[src/rtl/bkm_steps_scoreboard.sv]
// Scoreboard that times each start->done test, records verdicts and event counts.
// Optional BKM_SCB_STICKY_FAIL_EN: fail latches on first errored result or timeout until srst.
module bkm_steps_scoreboard #(
  parameter int WCNT    = 16,
  parameter int WLAT    = 12,
  parameter int TIMEOUT = 1024
) (
  input  logic            clk,
  input  logic            srst,
  input  logic            enable,
  input  logic            start,
  input  logic            done,
  input  logic            war_u,
  input  logic            war_v,
  input  logic            war_X,
  input  logic            war_Y,
  input  logic            err_u,
  input  logic            err_v,
  input  logic            err_X,
  input  logic            err_Y,
  output logic            busy,
  output logic            result_valid,
  output logic            pass,
  output logic            fail,
  output logic            timeout,
  output logic [3:0]      err_mask,
  output logic [WCNT-1:0] test_cnt,
  output logic [WCNT-1:0] war_cnt,
  output logic [WCNT-1:0] err_cnt,
  output logic [WCNT-1:0] timeout_cnt,
  output logic [WLAT-1:0] last_lat,
  output logic [WLAT-1:0] max_lat
);

  typedef enum logic [1:0] {
    S_IDLE   = 2'd0,
    S_BUSY   = 2'd1,
    S_REPORT = 2'd2
  } state_t;

  localparam logic [WLAT-1:0] LP_TIMEOUT = WLAT'(TIMEOUT);

  state_t          r_state;
  state_t          w_next;
  logic            w_load;
  logic            w_done_ev;
  logic            w_abort;
  logic [3:0]      w_err;
  logic            w_any_war;
  logic            w_fail_ev;
  logic [WLAT-1:0] r_lat;

  logic            r_result_valid;
  logic            r_pass;
  logic            r_fail;
  logic            r_timeout;
  logic [3:0]      r_err_mask;
  logic [WCNT-1:0] r_test_cnt;
  logic [WCNT-1:0] r_war_cnt;
  logic [WCNT-1:0] r_err_cnt;
  logic [WCNT-1:0] r_timeout_cnt;
  logic [WLAT-1:0] r_last_lat;
  logic [WLAT-1:0] r_max_lat;

  function automatic logic [WCNT-1:0] sat_inc(input logic [WCNT-1:0] v);
    return (v == {WCNT{1'b1}}) ? v : v + WCNT'(1);
  endfunction

  assign w_err     = {err_Y, err_X, err_v, err_u};
  assign w_any_war = war_u | war_v | war_X | war_Y;
  assign w_fail_ev = (w_done_ev & (|w_err)) | w_abort;

  // Next-state decode; done beats both restart and timeout while busy
  always_comb begin
    w_next    = r_state;
    w_load    = 1'b0;
    w_done_ev = 1'b0;
    w_abort   = 1'b0;
    case (r_state)
      S_IDLE: begin
        if (start) begin
          w_next = S_BUSY;
          w_load = 1'b1;
        end else begin
          w_next = S_IDLE;
        end
      end
      S_BUSY: begin
        if (done) begin
          w_next    = S_REPORT;
          w_done_ev = 1'b1;
        end else if (start) begin
          w_next = S_BUSY;
          w_load = 1'b1;
        end else if (r_lat >= LP_TIMEOUT) begin
          w_next  = S_IDLE;
          w_abort = 1'b1;
        end else begin
          w_next = S_BUSY;
        end
      end
      S_REPORT: begin
        if (start) begin
          w_next = S_BUSY;
          w_load = 1'b1;
        end else begin
          w_next = S_IDLE;
        end
      end
      default: begin
        w_next = S_IDLE;
      end
    endcase
  end

  // State register
  always_ff @(posedge clk) begin
    if (srst) begin
      r_state <= S_IDLE;
    end else if (enable) begin
      r_state <= w_next;
    end
  end

  // Latency counter, verdict pulses and statistics
  always_ff @(posedge clk) begin
    if (srst) begin
      r_lat          <= '0;
      r_result_valid <= 1'b0;
      r_pass         <= 1'b0;
      r_fail         <= 1'b0;
      r_timeout      <= 1'b0;
      r_err_mask     <= 4'b0000;
      r_test_cnt     <= '0;
      r_war_cnt      <= '0;
      r_err_cnt      <= '0;
      r_timeout_cnt  <= '0;
      r_last_lat     <= '0;
      r_max_lat      <= '0;
    end else if (enable) begin
      r_result_valid <= w_done_ev;
      r_pass         <= w_done_ev & ~(|w_err);
      r_timeout      <= w_abort;
`ifdef BKM_SCB_STICKY_FAIL_EN
      r_fail         <= r_fail | w_fail_ev;
`else
      r_fail         <= w_fail_ev;
`endif
      if (w_load) begin
        r_lat <= WLAT'(1);
      end else if ((r_state == S_BUSY) && (r_lat != {WLAT{1'b1}})) begin
        r_lat <= r_lat + WLAT'(1);
      end
      if (w_done_ev) begin
        r_test_cnt <= sat_inc(r_test_cnt);
        r_err_mask <= w_err;
        r_last_lat <= r_lat;
        if (r_lat > r_max_lat) begin
          r_max_lat <= r_lat;
        end
        if (w_any_war) begin
          r_war_cnt <= sat_inc(r_war_cnt);
        end
        if (|w_err) begin
          r_err_cnt <= sat_inc(r_err_cnt);
        end
      end
      if (w_abort) begin
        r_timeout_cnt <= sat_inc(r_timeout_cnt);
      end
    end
  end

  assign busy         = (r_state == S_BUSY);
  assign result_valid = r_result_valid;
  assign pass         = r_pass;
  assign fail         = r_fail;
  assign timeout      = r_timeout;
  assign err_mask     = r_err_mask;
  assign test_cnt     = r_test_cnt;
  assign war_cnt      = r_war_cnt;
  assign err_cnt      = r_err_cnt;
  assign timeout_cnt  = r_timeout_cnt;
  assign last_lat     = r_last_lat;
  assign max_lat      = r_max_lat;

endmodule

[config.mk]
export PLATFORM = sky130hd
export DESIGN_NAME = bkm_steps_scoreboard
export DESIGN_NICKNAME = d
export VERILOG_FILES = /design/src/rtl/bkm_steps_scoreboard.sv
export SDC_FILE = /design/constraint.sdc
export NUM_CORES = 1
export LEC_CHECK = 0
export CAP_MARGIN = 0
export CORE_MARGIN = 8
export CORE_UTILIZATION = 25
export CTS_CLUSTER_SIZE = 20
export DETAILED_ROUTE_END_ITERATION = 16
export GPL_TIMING_DRIVEN = 0
export PLACE_DENSITY = 0.5
export SLEW_MARGIN = 20
export SYNTH_ARGS = -nofsm -noshare
export SYNTH_HDL_FRONTEND = slang
export SYNTH_SLANG_ARGS = --single-unit
export TNS_END_PERCENT = 100
[constraint.sdc]
create_clock -name clk -period 2.7 [get_ports clk]
set_input_delay 0.27 -clock clk [delete_from_list [all_inputs] [get_ports clk]]
set_output_delay 0.27 -clock clk [all_outputs]
set_load 0.02 [all_outputs]
==> out/summary.txt, run 1 <==
Starting DRT DRC Count = 244
Initial antenna violation count = 0
CTS buffer count = 9
Layout cells sized above 1 = 5.78%
First-pass GRT wire length = 26,900 µm
Library cells used by synthesis = 60
#FFs+latches synth = 110
Largest net degree at the start of global routing = 17
# Max-Cap Violations = 0
CP Cell Sequence = ha_1, nand4_1, a211oi_1, buf_2, buf_2, o2111ai_1, o311ai_1
Asr flop ratio synth = 0%
Status = completed
Part of the cycle the worst path needs = 89.8%
Data required, critical path = 2.95 ns
DPL Wire Length = 12,400 µm
Startpoint Class = flop
Initial Util = 25.3%
Sequential area share after synthesis = 40.0%
Worst path bufs/invs = 2
Final Core Density = 33.2%
Routed via count = 5,015
Post_cts resized = 0
Most frequent cell on the critical path = buf_2
Final worst path period need = 2.43 ns
Reg power frac = 52.7%
Clock skew = 0.00781 ns
Avg WL per Cell = 15.9 µm
Mapped Area = 0.00551 mm²
Number of diodes = 0
Worst-Skew Late Latency = 0.35 ns
Htree depth = 3
RSZ-0062 raised after global routing = false
CTS tree = built
Total power = 3.10 mW
Drt pass-1 iters = 4
Hold_buf cts = 0
Die Span X = 164 µm
Design Area, Final = 0.00723 mm²
Total congestion overflow = 0
WP data arrival = 2.68 ns
Vias in the first global route = 4,943
Comb pwr share = 4.3%
Leakage = 2.36 nW
Setup TNS = 0 ns
IO Count = 110
Fin. Hold Viols = 0
Setup Viol. Count Final = 0
Synthesized net count = 667
FP Rows = 54
Fmax achieved = 412 MHz
RePlAce Congestion = 0.796
Clk pwr share = 42.9%
Main synth FF type = dfxtp_1
Worst reg2reg setup slack = 0.27 ns
Commonest non-fill, non-tap cells in the layout = dfxtp_1, clkdlybuf4s50_1, nor2_1, nand2_1, xnor2_1
VDD IR max = 0.230 mV
NetSw = 0.725 mW
Syn. warnings = 0
# DRC = 0
Crit path kind = reg -> reg
Root buf cell = clkbuf_16
Total die area = 0.0270 mm²
Nets = 786
I/O Buffers = 108
Area grow syn2layout = 31.2%
Slew HR = 39.0%
Slew Limit Fails = 0
EDFF count, synth = 0
Crit path max fanout = 10
Post-DRT Antenna Nets = 0
Switching share of power = 23.4%
DP Worst Slack = 0.153 ns
Vias/cell = 4.82
P per Cell Area = 429 mW/mm²
Clk sinks = 110
Worst-margin pin slew = 0.906 ns
Synthesized instance count = 637
CP delay by family, top = compound AO/OA/AOI/OAI gates
Die height = 164 µm
GRT Total Usage = 12.4%
Slowest stage cell, crit path = a211oi_1
CTS max path bufs = 2
Critical path endpoint category = flop
Drt total wl = 16,500 µm
Internal power = 2.38 mW
Worst-path clk slew = 0.08 ns
Hold WC Path Type = reg -> reg
Post-CTS setup buffer count = 0
Core Area = 0.0218 mm²
Final setup margin = 0.275 ns
CP peak stage delay = 0.54 ns
Most common cell after layout, fill and taps aside = dfxtp_1
Avg Inst Size Synth = 8.65 µm²
Area after DPL = 0.00694 mm²
[synth_stat cells, drive strengths merged (2+ instances only)]
library cell / instances / area [µm²]
a31oi: 2 / 12.5
nor2b: 5 / 31.3
a211oi: 10 / 97.6
xnor2: 37 / 324
clkbuf: 18 / 67.6
o2111ai: 17 / 149
nor2: 84 / 315
mux2: 4 / 45.0
or2: 2 / 12.5
o311ai: 12 / 105
inv: 21 / 78.8
nand2: 62 / 233
dfxtp: 110 / 2200
nor3: 12 / 70.1
o211ai: 5 / 37.5
a21oi: 37 / 189
and2: 7 / 43.8
or3: 3 / 23.8
a22oi: 2 / 15.0
nor4: 12 / 87.6
buf: 15 / 92.6
nand3: 23 / 115
a21boi: 2 / 15.0
o21ai: 7 / 35.0
a21o: 2 / 15.0
ha: 17 / 213
mux2i: 5 / 50.1
nand4b: 3 / 26.3
or4: 13 / 97.6
a2111oi: 4 / 60.1
o21a: 2 / 15.0
nand4: 24 / 150
nor4b: 3 / 38.8
xor2: 22 / 193
and4: 8 / 70.1
and3: 15 / 98.8
[state kept, by name (all words and copies together) (netlist names)]
name          count
err_cnt          16
test_cnt         16
timeout_cnt      16
war_cnt          16
last_lat         12
max_lat          12
r_lat            12
err_mask          4
r_state           2
fail              1
pass              1
result_valid      1
timeout           1
[worst reg2reg max path: stages, from the launching register on]
cell and delay (ns):
dfxtp_1 0.41, ha_1 0.34, nand4_1 0.18, a211oi_1 0.54
buf_2 0.31, buf_2 0.25, o2111ai_1 0.17, o311ai_1 0.14
[through the flow]
step                      cells  hold slack, ns
after global routing       1041           0.479
final                      1041           0.456
after CTS                  1041           0.457
after detailed placement   1025           0.446
after global placement     1025           0.443
after floorplan             637           0.406
[cell families (layout without fill, tap and decap cells)]
family                     count (synthesis)  after routing  share of synthesized area, %
xor gates and xnor gates                  59             59                          9.38
adders and majority gates                 17             17                          3.86
buffers and inverters                     54            178                          4.34
muxes                                      9              9                          1.73
DFF                                      110            110                          40.0
and+or+nand+nor                          281            281                          26.4
AOI/OAI and AO/OA                        107            107                          14.3
[final timing paths]
kind / start / cells past startpoint / end
setup reg to reg: r_lat[11] / 7 / max_lat[6]
hold reg to reg: err_mask[0] / 2 / err_mask[0]
setup / recovery: r_lat[11] / 7 / max_lat[6]
hold / removal: err_mask[0] / 2 / err_mask[0]
[metal layers]
| metal | share of wire, % | global-route usage [%] | vias to the layer above |
|---|---|---|---|
| met5 | 0 | 0 | - |
| met4 | 1.8 | 4.71 | 0 |
| met3 | 5.3 | 2.94 | 14 |
| met2 | 46 | 19.8 | 98 |
| met1 | 47 | 16.0 | 2360 |
| li1 | - | - | 2543 |
[area by class of cell]
cell class                 count  area [µm²]
tap                          280         350
clock inverter                 2        15.0
clock buffer                  14         274
timing repair buffer         108        1080
multi-input combinational    473        3070
buffer                        33         160
fill                        2337       14500
inverter                      21        78.8
sequential                   110        2200
[power by group through the flow]
stage / registers (mW) / clock network, mW / logic (mW)
floorplan: 1.68 / 0 / 0.0697
global placement: 1.67 / 0 / 0.140
detailed placement: 1.67 / 0 / 0.139
CTS: 1.64 / 1.38 / 0.139
global route: 1.64 / 1.46 / 0.151
finish: 1.64 / 1.33 / 0.135
Note: power is estimated with default switching activity, not from simulation.
==> inputs of run 2 (changes only) <==
CORE_UTILIZATION = 50   (was 25)
PLACE_DENSITY = 0.83   (was 0.5)
==> run 2 against run 1 <==
Count of clock-buffer cells in the layout decreased by 5; combinational power shrank 4%; via count rose by 3.8%; clock skew up 0.0074 ns; largest power group unchanged.
==> out/summary.txt, run 2 (synthesis results as in run 1) <==
Clk pwr share = 35.9%
CTS tree = built
Hold Crit Start = srst
Post-DRT Antenna Nets = 0
P per Cell Area = 396 mW/mm²
Avg WL per Cell = 16.5 µm
CP Cell Sequence = ha_1, nand4_1, o221ai_1, clkbuf_1, buf_2, o2111ai_1, o311ai_1
Comb pwr share = 4.7%
# DRC = 0
Routed via count = 5,206
Hold_buf cts = 0
Most common cell after layout, fill and taps aside = dfxtp_1
Setup TNS = 0 ns
Crit path kind = reg -> reg
Nets = 786
Clk sinks = 110
First-pass GRT wire length = 24,700 µm
RePlAce Congestion = 0.917
RR Startpoint = r_lat[11]
Vias in the first global route = 5,243
Die Span X = 121 µm
Htree depth = 3
Setup Viol. Count Final = 0
Worst Hold Path Cells = 3
Initial antenna violation count = 0
Post-CTS setup buffer count = 0
Die height = 121 µm
Initial Util = 51.0%
Non-Filler Instances = 901
Layout cells sized above 1 = 6.04%
Root buf cell = clkbuf_8
CTS max path bufs = 2
IO Count = 110
Number of diodes = 0
WP data arrival = 2.73 ns
Post_cts resized = 0
Starting DRT DRC Count = 292
Hold WC Path Type = in -> reg
Part of the cycle the worst path needs = 90.6%
CP peak stage delay = 0.45 ns
GRT Total Usage = 20.2%
Internal power = 2.04 mW
Slew HR = 50.0%
Total die area = 0.0146 mm²
Worst reg2reg endpoint = max_lat[5]
Leakage = 2.33 nW
Placed cells = 885
Slew Limit Fails = 0
Vias/cell = 5.78
Drt pass-1 iters = 6
I/O Buffers = 108
WHS Endpoint = max_lat[2]
VDD IR max = 0.370 mV
Drt total wl = 14,900 µm
Largest net degree at the start of global routing = 22
Worst reg2reg setup slack = 0.25 ns
Fmax achieved = 409 MHz
Clock skew = 0.0152 ns
Final worst path period need = 2.45 ns
Critical path endpoint category = flop
RSZ-0062 raised after global routing = false
NetSw = 0.716 mW
Data required, critical path = 2.98 ns
Crit path max fanout = 10
Status = completed
FP Rows = 38
Reg power frac = 59.5%
Commonest non-fill, non-tap cells in the layout = dfxtp_1, clkdlybuf4s50_1, nor2_1, nand2_1, xnor2_1
Area grow syn2layout = 26.5%
Total congestion overflow = 0
Worst-path clk slew = 0.11 ns
Worst-Skew Late Latency = 0.39 ns
DPL Wire Length = 11,400 µm
CTS buffer count = 9
Worst R2R Path Depth = 7
Slowest stage cell, crit path = o221ai_1
Fin. Hold Viols = 0
Hold slack = 0.445 ns
Startpoint Class = flop
Core Area = 0.0108 mm²
# Max-Cap Violations = 0
Switching share of power = 26.0%
Worst-margin pin slew = 0.743 ns
-- run 2: cell types whose count changed in the layout (fill, tap and decap cells not counted), moves of 2 or more --
| cell | change |
|---|---|
| inv_8 | +2 |
| clkinv_4 | +2 |
| clkinv_8 | +2 |
| clkbuf_16 | -9 |
| clkbuf_1 | -2 |
| clkinvlp_4 | -2 |
| clkbuf_8 | +6 |
-- run 2: power by group through the flow --
stage               registers, mW  logic (mW)  clock network (mW)
global placement             1.67       0.126                   0
detailed placement           1.67       0.129                   0
global route                 1.64       0.143                1.07
finish                       1.64       0.129               0.988
floorplan                    1.68      0.0697                   0
CTS                          1.64       0.130                1.01
-- run 2: per-layer routing --
layer	up-vias	GRT usage [%]	part of all wire [%]	routed length, µm
met1	2487	22.8	42	6260
li1	2539	-	-	-
met4	0	6.87	1.7	247
met2	158	35.2	49	7300
met5	-	0	0	0
met3	22	6.38	7.3	1090
-- run 2: how the worst max path moves through the flow --
stage	startpoint	endpoint	cells after the start
floorplan	max_lat[2]	max_lat[2]	9
global placement	enable	max_lat[2]	7
detailed placement	enable	max_lat[4]	7
CTS	r_lat[11]	max_lat[5]	7
global route	r_lat[11]	max_lat[6]	7
finish	r_lat[11]	max_lat[5]	7
-- run 2: per-stage QoR --
| step | util [%] | total power [mW] | worst slack (ns) | cell area (µm²) |
|---|---|---|---|---|
| 6_report | 64.5 | 2.76 | 0.253 | 6970 |
| 5_1_grt | 64.5 | 2.86 | 0.0719 | 6970 |
| 4_1_cts | 64.5 | 2.78 | 0.304 | 6970 |
| 3_5_place_dp | 62.7 | 1.80 | 0.242 | 6770 |
| 3_3_place_gp | 62.7 | 1.80 | 0.282 | 6770 |
| 2_1_floorplan | - | 1.75 | 0.609 | 5510 |
-- run 2: layout make-up --
class,count,area (µm²)
clock buffers,9,124
flip-flops and latches,110,2200
clock inverters,7,77.6
multi-input cells,473,3070
plain buffers,33,160
repair buffers,108,1080
well taps,140,175
fillers,921,3830
inverters,21,78.8
-- run 2: critical path, delay by kind of cell, from the launching register on --
kind / cells / cell delay [ns]
compound gates: 3 / 0.75
fa+ha+maj: 1 / 0.36
buf+inv: 2 / 0.62
flops: 1 / 0.44
simple gates: 1 / 0.18
